[src/rtl/semaphore_lamp_driver.sv]
// Registered lamp driver behind semaphore_fsm: follows lamp requests, blinks yellow in OFF and latches
// faults into a flashing-yellow safe mode. Optional stuck-state watchdog: SEMAPHORE_LAMP_WDOG_EN.
//   state    | meaning
//   ST_RUN   | lamps follow red/yellow/green requests
//   ST_BLINK | FSM reports OFF, yellow lamp blinks
//   ST_SAFE  | fault latched, yellow blinks until fault_clr with no condition present
module semaphore_lamp_driver #(
    parameter int BLINK_HALF  = 4,
    parameter int WDOG_CYCLES = 64
) (
    input  logic       clk,
    input  logic       rst,
    input  logic       red,
    input  logic       yellow,
    input  logic       green,
    input  logic [3:0] state_out,
    input  logic       fault_clr,
    output logic       lamp_red,
    output logic       lamp_yellow,
    output logic       lamp_green,
    output logic       fault,
    output logic [1:0] fault_code
);

    localparam logic [3:0] CODE_OFF        = 4'b0001;
    localparam logic [3:0] CODE_RED        = 4'b0010;
    localparam logic [3:0] CODE_YELLOW     = 4'b0101;
    localparam logic [3:0] CODE_YELLOW_RED = 4'b0011;
    localparam logic [3:0] CODE_GREEN      = 4'b0100;

    localparam int               CNT_W  = (BLINK_HALF > 1) ? $clog2(BLINK_HALF) : 1;
    localparam logic [CNT_W-1:0] CNT_TC = CNT_W'(BLINK_HALF - 1);

    if (BLINK_HALF < 1 || WDOG_CYCLES < 1 || WDOG_CYCLES > 65535) begin : g_bad_param
        $error("semaphore_lamp_driver: BLINK_HALF or WDOG_CYCLES out of range");
    end

    typedef enum logic [1:0] {
        ST_RUN   = 2'd0,
        ST_BLINK = 2'd1,
        ST_SAFE  = 2'd2
    } state_t;

    state_t           state_q, state_d;
    logic [CNT_W-1:0] blink_cnt_q, blink_cnt_d;
    logic             blink_phase_q, blink_phase_d;
    logic [2:0]       lamps_d;
    logic             fault_d;
    logic [1:0]       code_d;

    logic [2:0]       exp_lamps;
    logic             code_legal;
    logic             cond_illegal;
    logic             cond_mismatch;
    logic             cond_wdog;
    logic             any_cond;
    logic [1:0]       cond_code;

    always_comb begin
        exp_lamps  = 3'b000;
        code_legal = 1'b1;
        case (state_out)
            CODE_OFF:        exp_lamps = 3'b000;
            CODE_RED:        exp_lamps = 3'b100;
            CODE_YELLOW_RED: exp_lamps = 3'b110;
            CODE_GREEN:      exp_lamps = 3'b001;
            CODE_YELLOW:     exp_lamps = 3'b010;
            default:         code_legal = 1'b0;
        endcase
    end

    always_comb begin
        cond_illegal  = !code_legal;
        cond_mismatch = code_legal && ({red, yellow, green} != exp_lamps);
        any_cond      = cond_illegal || cond_mismatch || cond_wdog;
        if (cond_illegal)       cond_code = 2'd1;
        else if (cond_mismatch) cond_code = 2'd2;
        else if (cond_wdog)     cond_code = 2'd3;
        else                    cond_code = 2'd0;
    end

`ifdef SEMAPHORE_LAMP_WDOG_EN
    localparam logic [15:0] WDOG_LIMIT = 16'(WDOG_CYCLES);

    logic [15:0] wdog_q, wdog_d;
    logic [3:0]  prev_code_q;

    // The count only advances while a non-OFF code is held, so it is effectively a RUN/SAFE
    // timer; keeping it state-independent also blocks fault_clr while the stall persists.
    always_comb begin
        wdog_d = wdog_q;
        if (state_out == CODE_OFF || state_out != prev_code_q)
            wdog_d = '0;
        else if (wdog_q != 16'hFFFF)
            wdog_d = wdog_q + 16'd1;
        cond_wdog = (wdog_d >= WDOG_LIMIT);
    end

    always_ff @(posedge clk or posedge rst) begin
        if (rst) begin
            wdog_q      <= '0;
            prev_code_q <= '0;
        end else begin
            wdog_q      <= wdog_d;
            prev_code_q <= state_out;
        end
    end
`else
    always_comb cond_wdog = 1'b0;
`endif

    always_comb begin
        state_d = state_q;
        fault_d = fault;
        code_d  = fault_code;

        case (state_q)
            ST_RUN: begin
                if (any_cond) begin
                    state_d = ST_SAFE;
                    fault_d = 1'b1;
                    code_d  = cond_code;
                end else if (state_out == CODE_OFF) begin
                    state_d = ST_BLINK;
                end
            end
            ST_BLINK: begin
                if (any_cond) begin
                    state_d = ST_SAFE;
                    fault_d = 1'b1;
                    code_d  = cond_code;
                end else if (state_out != CODE_OFF) begin
                    state_d = ST_RUN;
                end
            end
            ST_SAFE: begin
                if (fault_clr && !any_cond) begin
                    state_d = (state_out == CODE_OFF) ? ST_BLINK : ST_RUN;
                    fault_d = 1'b0;
                    code_d  = 2'd0;
                end
            end
            default: begin
                state_d = ST_RUN;
            end
        endcase
    end

    // Any entry into a blinking state restarts with yellow ON for a full half-period.
    always_comb begin
        blink_cnt_d   = '0;
        blink_phase_d = 1'b0;
        lamps_d       = {red, yellow, green};
        if (state_d != ST_RUN) begin
            if (state_d != state_q) begin
                blink_cnt_d   = '0;
                blink_phase_d = 1'b1;
            end else if (blink_cnt_q == CNT_TC) begin
                blink_cnt_d   = '0;
                blink_phase_d = !blink_phase_q;
            end else begin
                blink_cnt_d   = blink_cnt_q + 1'b1;
                blink_phase_d = blink_phase_q;
            end
            lamps_d = {1'b0, blink_phase_d, 1'b0};
        end
    end

    always_ff @(posedge clk or posedge rst) begin
        if (rst) begin
            state_q       <= ST_RUN;
            blink_cnt_q   <= '0;
            blink_phase_q <= 1'b0;
            lamp_red      <= 1'b0;
            lamp_yellow   <= 1'b0;
            lamp_green    <= 1'b0;
            fault         <= 1'b0;
            fault_code    <= 2'd0;
        end else begin
            state_q       <= state_d;
            blink_cnt_q   <= blink_cnt_d;
            blink_phase_q <= blink_phase_d;
            lamp_red      <= lamps_d[2];
            lamp_yellow   <= lamps_d[1];
            lamp_green    <= lamps_d[0];
            fault         <= fault_d;
            fault_code    <= code_d;
        end
    end

endmodule

[config.mk]
export PLATFORM = sky130hd
export DESIGN_NAME = semaphore_lamp_driver
export DESIGN_NICKNAME = d
export VERILOG_FILES = /design/src/rtl/semaphore_lamp_driver.sv
export SDC_FILE = /design/constraint.sdc
export NUM_CORES = 1
export LEC_CHECK = 0
export ABC_AREA = 1
export BUFFER_PORTS_ARGS = -buffer_cell sky130_fd_sc_hd__buf_4
export CORE_ASPECT_RATIO = 1.1
export CORE_MARGIN = 2
export CORE_UTILIZATION = 45
export CTS_BUF_LIST = sky130_fd_sc_hd__clkbuf_16
export CTS_CLUSTER_SIZE = 14
export DETAILED_ROUTE_END_ITERATION = 8
export PLACE_DENSITY = 0.77
export RECOVER_POWER = 25
export SYNTH_ARGS = -nofsm -noshare
export SYNTH_HDL_FRONTEND = slang
export SYNTH_SLANG_ARGS = --single-unit
[constraint.sdc]
create_clock -name clk -period 2.5 [get_ports clk]
set_input_delay 0.125 -clock clk [delete_from_list [all_inputs] [get_ports clk]]
set_output_delay 0.125 -clock clk [all_outputs]
set_load 0.01 [all_outputs]
==> results of run 1 <==
## worst paths after layout
path,from,endpoint,slack (ns)
min in group asynchronous,rst,lamp_red$_DFF_PP0_,0.43
max in group asynchronous,rst,state_q[1]$_DFF_PP0_,1.79
hold reg to reg,fault$_DFFE_PP0P_,fault$_DFFE_PP0P_,0.47
setup / recovery,state_out[3],blink_cnt_q[0]$_DFF_PP0_,1.09
setup reg to reg,state_q[1]$_DFF_PP0_,blink_cnt_q[0]$_DFF_PP0_,1.16
hold / removal,green,lamp_green$_DFF_PP0_,0.14
## sequential cells by signal, summed over array words and instances, names as in the netlist
name	count
blink_cnt_q	2
blink_phase_q	1
fault	1
fault_code	2
lamp_green	1
lamp_red	1
lamp_yellow	1
state_q	2
## Yosys cell counts
cell type | number | area share
nand2_2 | 3 | 0.028
nand2_1 | 22 | 0.12
o21ai_1 | 2 | 0.015
nand3_1 | 11 | 0.082
nor2_1 | 8 | 0.045
o2111ai_1 | 1 | 0.013
xnor2_1 | 1 | 0.013
inv_1 | 12 | 0.067
nor2_2 | 4 | 0.037
nor2_4 | 1 | 0.017
nand4_1 | 1 | 0.0093
dfrtp_1 | 11 | 0.41
a21oi_4 | 1 | 0.024
a21oi_2 | 1 | 0.013
o31ai_1 | 1 | 0.011
ha_1 | 1 | 0.019
o21ai_0 | 2 | 0.015
clkinv_1 | 1 | 0.0056
inv_2 | 1 | 0.0056
nand2_4 | 1 | 0.017
nand4_4 | 1 | 0.032
## routing by layer
| metal | part of all wire | wire length [um] | track usage |
|---|---|---|---|
| met1 | 0.42 | 564 | 0.218 |
| met4 | 0.029 | 39 | 0.100 |
| met2 | 0.48 | 651 | 0.306 |
| met3 | 0.077 | 104 | 0.0704 |
| met5 | 0 | 0 | 0 |
## cell usage in the layout, fill, tap and decap left out
cell type / count
buf_4: 14
dfrtp_1: 11
clkbuf_4: 1
nor2_4: 1
o21ai_0: 2
nor2_2: 4
ha_1: 1
nand4_4: 1
nand2_4: 1
o2111ai_1: 1
a21oi_2: 1
nand3_1: 11
clkinv_1: 1
a21oi_4: 1
inv_1: 13
xnor2_1: 1
nor2_1: 8
nand4_1: 1
o21ai_1: 2
nand2_1: 22
dlygate4sd3_1: 1
inv_2: 1
nand2_2: 3
o31ai_1: 1
clkbuf_16: 3
## through the flow
step           setup slack [ns]  instance area (um^2)
6_report                   1.09                   893
5_1_grt                   0.850                   893
4_1_cts                    1.08                   893
3_5_place_dp              0.840                   805
3_3_place_gp              0.891                   805
2_1_floorplan              1.16                   672
## worst max-delay path: cells and delay by family
kind	cells	cell delay, ns
simple gates	10	0.96
compound gates	2	0.29
buf+inv	2	0.18
## where the power goes
part / total, uW / switching, uW / internal (uW)
Sequential: 288 / 36.9 / 251
Combinational: 324 / 185 / 138
Clock: 290 / 80.2 / 210
Total: 902 / 302 / 599
## cell type report
type / instances / area share
clock buffers: 3 / 0.0840
clock inverters: 1 / 0.00420
inverters: 14 / 0.0588
multi-input cells: 62 / 0.385
flip-flops and latches: 11 / 0.308
well taps: 16 / 0.0224
repair buffers: 16 / 0.137
## timing repair
| action | in CTS | in global routing |
|---|---|---|
| hold endpoints to repair | 11 | 0 |
| hold buffers | 1 | 0 |
| gates resized for setup | 0 | 0 |
## cell families (layout without fill, tap and decap cells)
| group | after synthesis | after routing |
|---|---|---|
| adder cells (fa/ha/maj) | 1 | 1 |
| AO/OA/AOI/OAI | 8 | 8 |
| flip-flops | 11 | 11 |
| AND/OR/NAND/NOR | 52 | 52 |
| XOR/XNOR | 1 | 1 |
| buffers and inverters | 14 | 34 |
==> summary.md, run 1 <==
| Metric | Value |
|---|---|
| Result of the run | `completed` |
| DR vias | `618` |
| Worst Setup End Kind | `flop` |
| I/O Buffers | `15` |
| Worst path cell trace | `buf_4 > nor2_2 > nand2_1 > nand2_1 > nand2_2 > nor2_4 > nand3_1 > a21oi_2 > nand2_2 > a21oi_4 > inv_2 > nand2_4 > nand2_1 > nor2_1` |
| Final worst-path cycle share | `0.565` |
| Dpl hpwl | `1.03 mm` |
| DIE WIDTH | `40.8 um` |
| Seq/Total Area, Yosys | `0.410` |
| Initial DRC count | `11` |
| VDD IR-drop max | `0.571 mV` |
| Max-cap violations | `0` |
| Largest net degree at the start of global routing | `12` |
| Ant diodes | `0` |
| First-pass GRT wire length | `2.31 mm` |
| Cell area after synthesis | `672 um^2` |
| Core Area | `0.00138 mm^2` |
| CTS clk-pin slew, worst paths | `0.04 ns` |
| Multi-input gate area | `344 um^2` |
| Initial antenna violation count | `0` |
| Register bit count reported by yosys | `11` |
| Worst slew pin tran | `0.403 ns` |
| Global-route usage over all layers | `0.193` |
| Critical Path AT | `1.58 ns` |
| Period minus WS final | `1.41 ns` |
| Avg Cell Area, Syn | `7.72 um^2` |
| Hold WC Path Type | `input pin to flop` |
| CTS Root Cell | `clkbuf_16` |
| Endpoints failing hold | `0` |
| Synth warn | `0` |
| WHS Path Cells | `3` |
| CTS tree | `done` |
| Storage cell area | `275 um^2` |
| Worst Path Required | `2.67 ns` |
| Post-synthesis xor/xnor area fraction | `0.0130` |
| Largest stage delay, worst path | `0.20 ns` |
| Via-to-Cell Ratio | `5.02` |
| Final core occ | `0.646` |
| CP Launch Type | `input pin` |
| Sink Count | `11` |
| Fraction of the mapped netlist area in adder cells | `0.0186` |
| DRT Pass-1 Iters | `4` |
| Relative slew slack | `0.731` |
| GPL Wtd Cong | `0.797` |
| Final net count | `119` |
| H-tree levels | `1` |
| Die height | `44.5 um` |
| Final WL | `1.36 mm` |
| Synth-to-Final Area Change | `33.0%` |
| Setup_tns | `0 ns` |
| Syn nets | `98` |
| Clock Skews | `0.00114 ns` |
| Max-slew violations | `0` |
| Largest family of logic cells by synthesized area | `simple AND/OR/NAND/NOR gates` |
| DRC errors left | `0` |
| Die area | `0.00182 mm^2` |
| GR Overflow Total | `0` |
| Worst Setup Path Type | `input pin to flop` |
| Share of cells above drive strength 1 | `0.290` |
| Placed cells | `118` |
| Number of CTS-inserted buffers | `3` |
| Distinct cells, synth | `21` |
| Initial core utilization | `0.486` |
| Post-CTS Setup Inserts | `0` |
| Multiplexer share of the synthesized area | `0` |
| RSZ-0062 raised after global routing | `false` |
| Skew-Pair Late Insertion Delay | `0.24 ns` |
| CP most frequent cell | `nand2_1` |
| # setup viols final | `0` |
| Pwr Density | `1010 mW/mm^2` |
| Post-route insts no fill | `123` |
| Critical-path top delay cell | `nor2_2` |
| Wire length per cell | `11.0 um` |
| CP max FO | `6` |
| Syn Inst Count | `87` |
| Leakage | `0.000460 uW` |
| Worst reg2reg path depth | `8` |
| Hold Slack | `0.145 ns` |
| Antenna-violating nets left | `0` |
| Number of global-route vias before repair | `577` |
| # fillers | `119` |
| Row count | `14` |
| Simple-gate portion of the synthesized area | `0.389` |
| CTS Buffer Depth | `2` |
| Peak Freq | `708 MHz` |
| Tot Pwr | `902 uW` |
| Compound-cell area share of the yosys netlist | `0.0912` |
| Number of I/O pins | `16` |
Note: power is estimated with default switching activity, not from simulation.
==> inputs of run 2 (changes only) <==
Settings changed: PLACE_DENSITY 0.77 to 0.8.
Clock period 2.5 ns to 1.3 ns, I/O delays scaled along.
==> summary.md, run 2 (synthesis gave the netlist of run 1 again) <==
| Metric | Value |
|---|---|
| Max-cap violations | `0` |
| Worst reg2reg path depth | `8` |
| Final setup margin | `0.00682 ns` |
| CTS Buffer Depth | `2` |
| RSZ-0062 raised after global routing | `true` |
| CP max FO | `5` |
| CTS clk-pin slew, worst paths | `0.04 ns` |
| Largest stage delay, worst path | `0.40 ns` |
| Worst Path Required | `1.47 ns` |
| Peak Freq | `773 MHz` |
| Worst path cell trace | `inv_1 > buf_4 > nand2_2 > a21oi_4 > inv_2 > nand2_4 > nand2_2 > nor2_2` |
| Initial DRC count | `10` |
| Hold WC Path Type | `input pin to flop` |
| Max-slew violations | `0` |
| Final core occ | `0.746` |
| Via-to-Cell Ratio | `4.92` |
| Critical-path top delay cell | `dfrtp_1` |
| CP most frequent cell | `nand2_2` |
| Final worst-path cycle share | `0.995` |
| Skew-Pair Late Insertion Delay | `0.24 ns` |
| Sink Count | `11` |
| Global-route usage over all layers | `0.197` |
| Crit-path leading delay family | `flip-flops` |
| Row count | `14` |
| Critical Path Stages | `8` |
| Final net count | `130` |
| Leakage | `0.000521 uW` |
| H-tree levels | `1` |
| Clock Skews | `0.00406 ns` |
| CP Launch Type | `flop` |
| Hold Slack | `0.0917 ns` |
| Bufs and invs on worst path | `3` |
| WHS Path Cells | `3` |
| Pwr Density | `1760 mW/mm^2` |
| Endpoints failing hold | `0` |
| Number of I/O pins | `16` |
| Die area | `0.00182 mm^2` |
| Initial core utilization | `0.486` |
| Ant diodes | `0` |
| CTS Root Cell | `clkbuf_16` |
| VDD IR-drop max | `1.22 mV` |
| Initial antenna violation count | `0` |
| Largest net degree at the start of global routing | `12` |
| Top flop regs | `blink_cnt_q x2, fault_code x2, state_q x2` |
| Worst slew pin tran | `0.425 ns` |
| Tot Pwr | `1820 uW` |
| # setup viols final | `0` |
| Period minus WS final | `1.29 ns` |
| Share of cells above drive strength 1 | `0.415` |
| Placed cells | `127` |
| DRC errors left | `0` |
| Synth-to-Final Area Change | `53.6%` |
| Die height | `44.5 um` |
| Antenna-violating nets left | `0` |
| DRT Pass-1 Iters | `4` |
| Worst Setup Path Type | `flop to flop` |
| I/O Buffers | `15` |
| Final WL | `1.55 mm` |
| Leading cell type in the layout, fill and taps excluded | `buf_4` |
| Critical Path AT | `1.46 ns` |
| Result of the run | `completed` |
| GPL Wtd Cong | `0.875` |
| Post-route insts no fill | `134` |
| DR vias | `659` |
| Most frequent cells in the layout | `buf_4 (21), nand2_1 (20), inv_1 (12)` |
| Post-Place Worst Slack | `-0.228 ns` |
| Number of global-route vias before repair | `630` |
| Worst Setup End Kind | `flop` |
| Relative slew slack | `0.717` |
| Dpl hpwl | `1.08 mm` |
| GR Overflow Total | `0` |
| Core Area | `0.00138 mm^2` |
| DIE WIDTH | `40.8 um` |
| Wire length per cell | `11.6 um` |
| # fillers | `99` |
| Number of CTS-inserted buffers | `3` |
| CTS tree | `done` |
| First-pass GRT wire length | `2.42 mm` |
## run 2: worst paths after layout
check	from	endpoint	slack, ns
setup / recovery	state_q[1]$_DFF_PP0_	blink_cnt_q[0]$_DFF_PP0_	0.007
hold / removal	green	lamp_green$_DFF_PP0_	0.09
setup reg to reg	state_q[1]$_DFF_PP0_	blink_cnt_q[0]$_DFF_PP0_	0.007
hold reg to reg	fault$_DFFE_PP0P_	fault$_DFFE_PP0P_	0.48
max in group asynchronous	rst	blink_phase_q$_DFF_PP0_	0.62
min in group asynchronous	rst	fault_code[1]$_DFFE_PP0P_	0.38
## run 2: layout make-up
type / instances / area [um^2] / share of cell area
Inverter: 14 / 52.6 / 0.0509
Sequential cell: 11 / 275 / 0.267
Clock buffer: 3 / 75.1 / 0.0727
Tap cell: 16 / 20.0 / 0.0194
Timing Repair Buffer: 27 / 224 / 0.217
Clock inverter: 1 / 3.75 / 0.00364
Multi-Input combinational cell: 62 / 382 / 0.370
## run 2: routing by layer
layer  share of wire  GRT usage  up-vias  wire [um]
met4           0.012     0.0800        0         18
met2            0.51      0.316       15        789
met5               0          0        -          0
met1            0.43      0.247      300        670
li1                -          -      340          -
met3           0.048     0.0452        4         74
## run 2: stage by stage
stage | setup TNS (ns) | cell area [um^2]
finish | 0 | 1030
global route | -0.251 | 1030
CTS | 0 | 963
detailed placement | -1.47 | 872
global placement | -1.13 | 872
floorplan | 0 | 672
## run 2: report_power, final
part	internal (uW)	switching [uW]
Combinational	349	382
Sequential	482	63.3
Clock	403	142
## run 2: worst register-to-register path: stages (launching register included)
cell and delay (ns):
dfrtp_1 0.40, inv_1 0.16, buf_4 0.15, nand2_2 0.06, a21oi_4 0.16, inv_2 0.07, nand2_4 0.08, nand2_2 0.05
nor2_2 0.09
## run 2: repair_timing
action                                 CTS  global route
hold buffers                             1             0
buffers inserted                         0             2
gates cloned                             0             0
endpoints found under the hold margin   11             0
resized for setup                        1            15
pin swaps                                0             5
setup endpoints to repair                4             6
==> inputs of run 3 (changes only) <==
Settings changed: CORE_ASPECT_RATIO 1.1 to unset.
==> summary.md, run 3 (synthesis gave the netlist of run 1 again) <==
| Metric | Value |
|---|---|
| Final net count | `129` |
| Die area | `0.00182 mm^2` |
| H-tree levels | `1` |
| Worst Path Required | `1.47 ns` |
| Worst slew pin tran | `0.428 ns` |
| Ant diodes | `0` |
| Placed cells | `124` |
| Initial core utilization | `0.498` |
| Worst Setup End Kind | `flop` |
| Antenna-violating nets left | `0` |
| Most frequent cells in the layout | `buf_4 (20), nand2_1 (15), inv_1 (12)` |
| Number of I/O pins | `16` |
| GR met3 Demand/Resource | `0.0647` |
| DR vias | `684` |
| Most Used Layer, Global Route | `met2` |
| Peak Freq | `776 MHz` |
| Core Area | `0.00135 mm^2` |
| Initial antenna violation count | `0` |
| Via-to-Cell Ratio | `5.18` |
| CTS clk-pin slew, worst paths | `0.04 ns` |
| GR Overflow Total | `0` |
| CTS Root Cell | `clkbuf_16` |
| Synth-to-Final Area Change | `54.0%` |
| Hold WC Path Type | `input pin to flop` |
| Top flop regs | `blink_cnt_q x2, fault_code x2, state_q x2` |
| Leading cell type in the layout, fill and taps excluded | `buf_4` |
| Number of CTS-inserted buffers | `3` |
| Final WL | `1.74 mm` |
| Worst Setup Path Type | `input pin to flop` |
| CTS tree | `done` |
| Global-route usage over all layers | `0.207` |
| Share of cells above drive strength 1 | `0.470` |
| VDD IR-drop max | `0.877 mV` |
| Post-route insts no fill | `132` |
| CTS Buffer Depth | `2` |
| Result of the run | `completed` |
| RSZ-0062 raised after global routing | `true` |
| Tot Pwr | `1850 uW` |
| Initial DRC count | `18` |
| GPL Wtd Cong | `0.850` |
| Endpoints failing hold | `0` |
| Storage cell area | `275 um^2` |
| GRT met2 Usage | `0.345` |
| DRC errors left | `0` |
| Pwr Density | `1780 mW/mm^2` |
| Period minus WS final | `1.29 ns` |
| Row count | `13` |
| # fillers | `102` |
| Multi-input gate area | `408 um^2` |
| Number of global-route vias before repair | `636` |
| Die height | `42.6 um` |
| Sink Count | `11` |
| I/O Buffers | `15` |
| Dpl hpwl | `1.13 mm` |
| Clock Skews | `0.00283 ns` |
| First-pass GRT wire length | `2.68 mm` |
| Leakage | `0.000514 uW` |
| CP max FO | `5` |
| Critical Path AT | `1.46 ns` |
| Skew-Pair Late Insertion Delay | `0.24 ns` |
| Final worst-path cycle share | `0.991` |
| Max-slew violations | `0` |
| DIE WIDTH | `42.6 um` |
| Wire length per cell | `13.2 um` |
| Largest net degree at the start of global routing | `12` |
| Max-cap violations | `0` |
| Met1 Usage GRT | `0.214` |
| DRT Pass-1 Iters | `4` |
| Relative slew slack | `0.715` |
| CP Launch Type | `input pin` |
| # setup viols final | `0` |
[run 3: cell types whose count changed in the layout (fill, tap and decap cells not counted)]
cell      previous run  this run
nor2_2               3         4
nand3_1             10         8
o31ai_1              1         0
nand3_2              1         3
nand2_2              5        10
buf_4               21        20
nand2_1             20        15
buf_6                3         1
clkbuf_1             0         2
o21ai_2              0         1
nor2_4               5         4
o21ai_0              2         1
o31ai_2              0         1
[run 3: report_power, final]
group / switching (uW) / internal (uW) / leakage, uW
clock network: 152 / 404 / 0.0000423
logic: 406 / 345 / 0.000339
registers: 57.4 / 482 / 0.000133
[run 3: per-layer routing]
| layer | share of wire | wire (um) |
|---|---|---|
| met5 | 0 | 0 |
| met4 | 0.041 | 71 |
| met3 | 0.046 | 79 |
| met2 | 0.51 | 879 |
| met1 | 0.41 | 706 |
[run 3: timing repair]
action                                  CTS  global route
endpoints found under the hold margin    11             0
resized for setup                         5            18
pin swaps                                 0             6
hold buffers                              1             0
endpoints found under the setup margin    4             6
buffers inserted                          0             3
[run 3: critical path, stage by stage]
cell     delay [ns]
buf_8          0.10
nor2_4         0.15
nand2_2        0.07
nand2_2        0.06
nand2_2        0.05
nor2_4         0.16
nand4_4        0.13
nor2_2         0.12
nand2_2        0.08
a21oi_4        0.17
inv_2          0.07
nand2_4        0.08
nand2_1        0.05
nor2_1         0.09
[run 3: path summary, 6_finish.rpt]
check                                startpoint                        end  slack (ns)  cells past startpoint
setup / recovery                   state_out[2]   blink_cnt_q[1]$_DFF_PP0_        0.01                     14
hold / removal                            green       lamp_green$_DFF_PP0_        0.09                      3
setup reg to reg           state_q[1]$_DFF_PP0_   blink_cnt_q[1]$_DFF_PP0_        0.06                      8
hold reg to reg               fault$_DFFE_PP0P_          fault$_DFFE_PP0P_        0.47                      2
max in group asynchronous                   rst      lamp_yellow$_DFF_PP0_        0.62                      3
min in group asynchronous                   rst  fault_code[0]$_DFFE_PP0P_        0.38                      3
[run 3: cell type report]
| cell class | count | share of cell area |
|---|---|---|
| Clock inverter | 1 | 0.00363 |
| Multi-Input combinational cell | 62 | 0.394 |
| Clock buffer | 3 | 0.0726 |
| Tap cell | 15 | 0.0181 |
| Inverter | 14 | 0.0508 |
| Timing Repair Buffer | 26 | 0.195 |
| Sequential cell | 11 | 0.266 |
[run 3: metrics by stage]
| step | worst slack (ns) | utilization | area [um^2] | setup TNS (ns) | hold WS (ns) |
|---|---|---|---|---|---|
| final | 0.0120 | 0.766 | 1030 | 0 | 0.0950 |
| after floorplan | 0.0245 | - | 672 | 0 | -0.0826 |
| after detailed placement | -0.292 | 0.634 | 856 | -1.95 | 0.0972 |
| after CTS | 0.00403 | 0.715 | 965 | 0 | 0.0771 |
| after global routing | -0.0887 | 0.766 | 1030 | -0.211 | 0.109 |
| after global placement | -0.196 | 0.634 | 856 | -1.21 | 0.0881 |
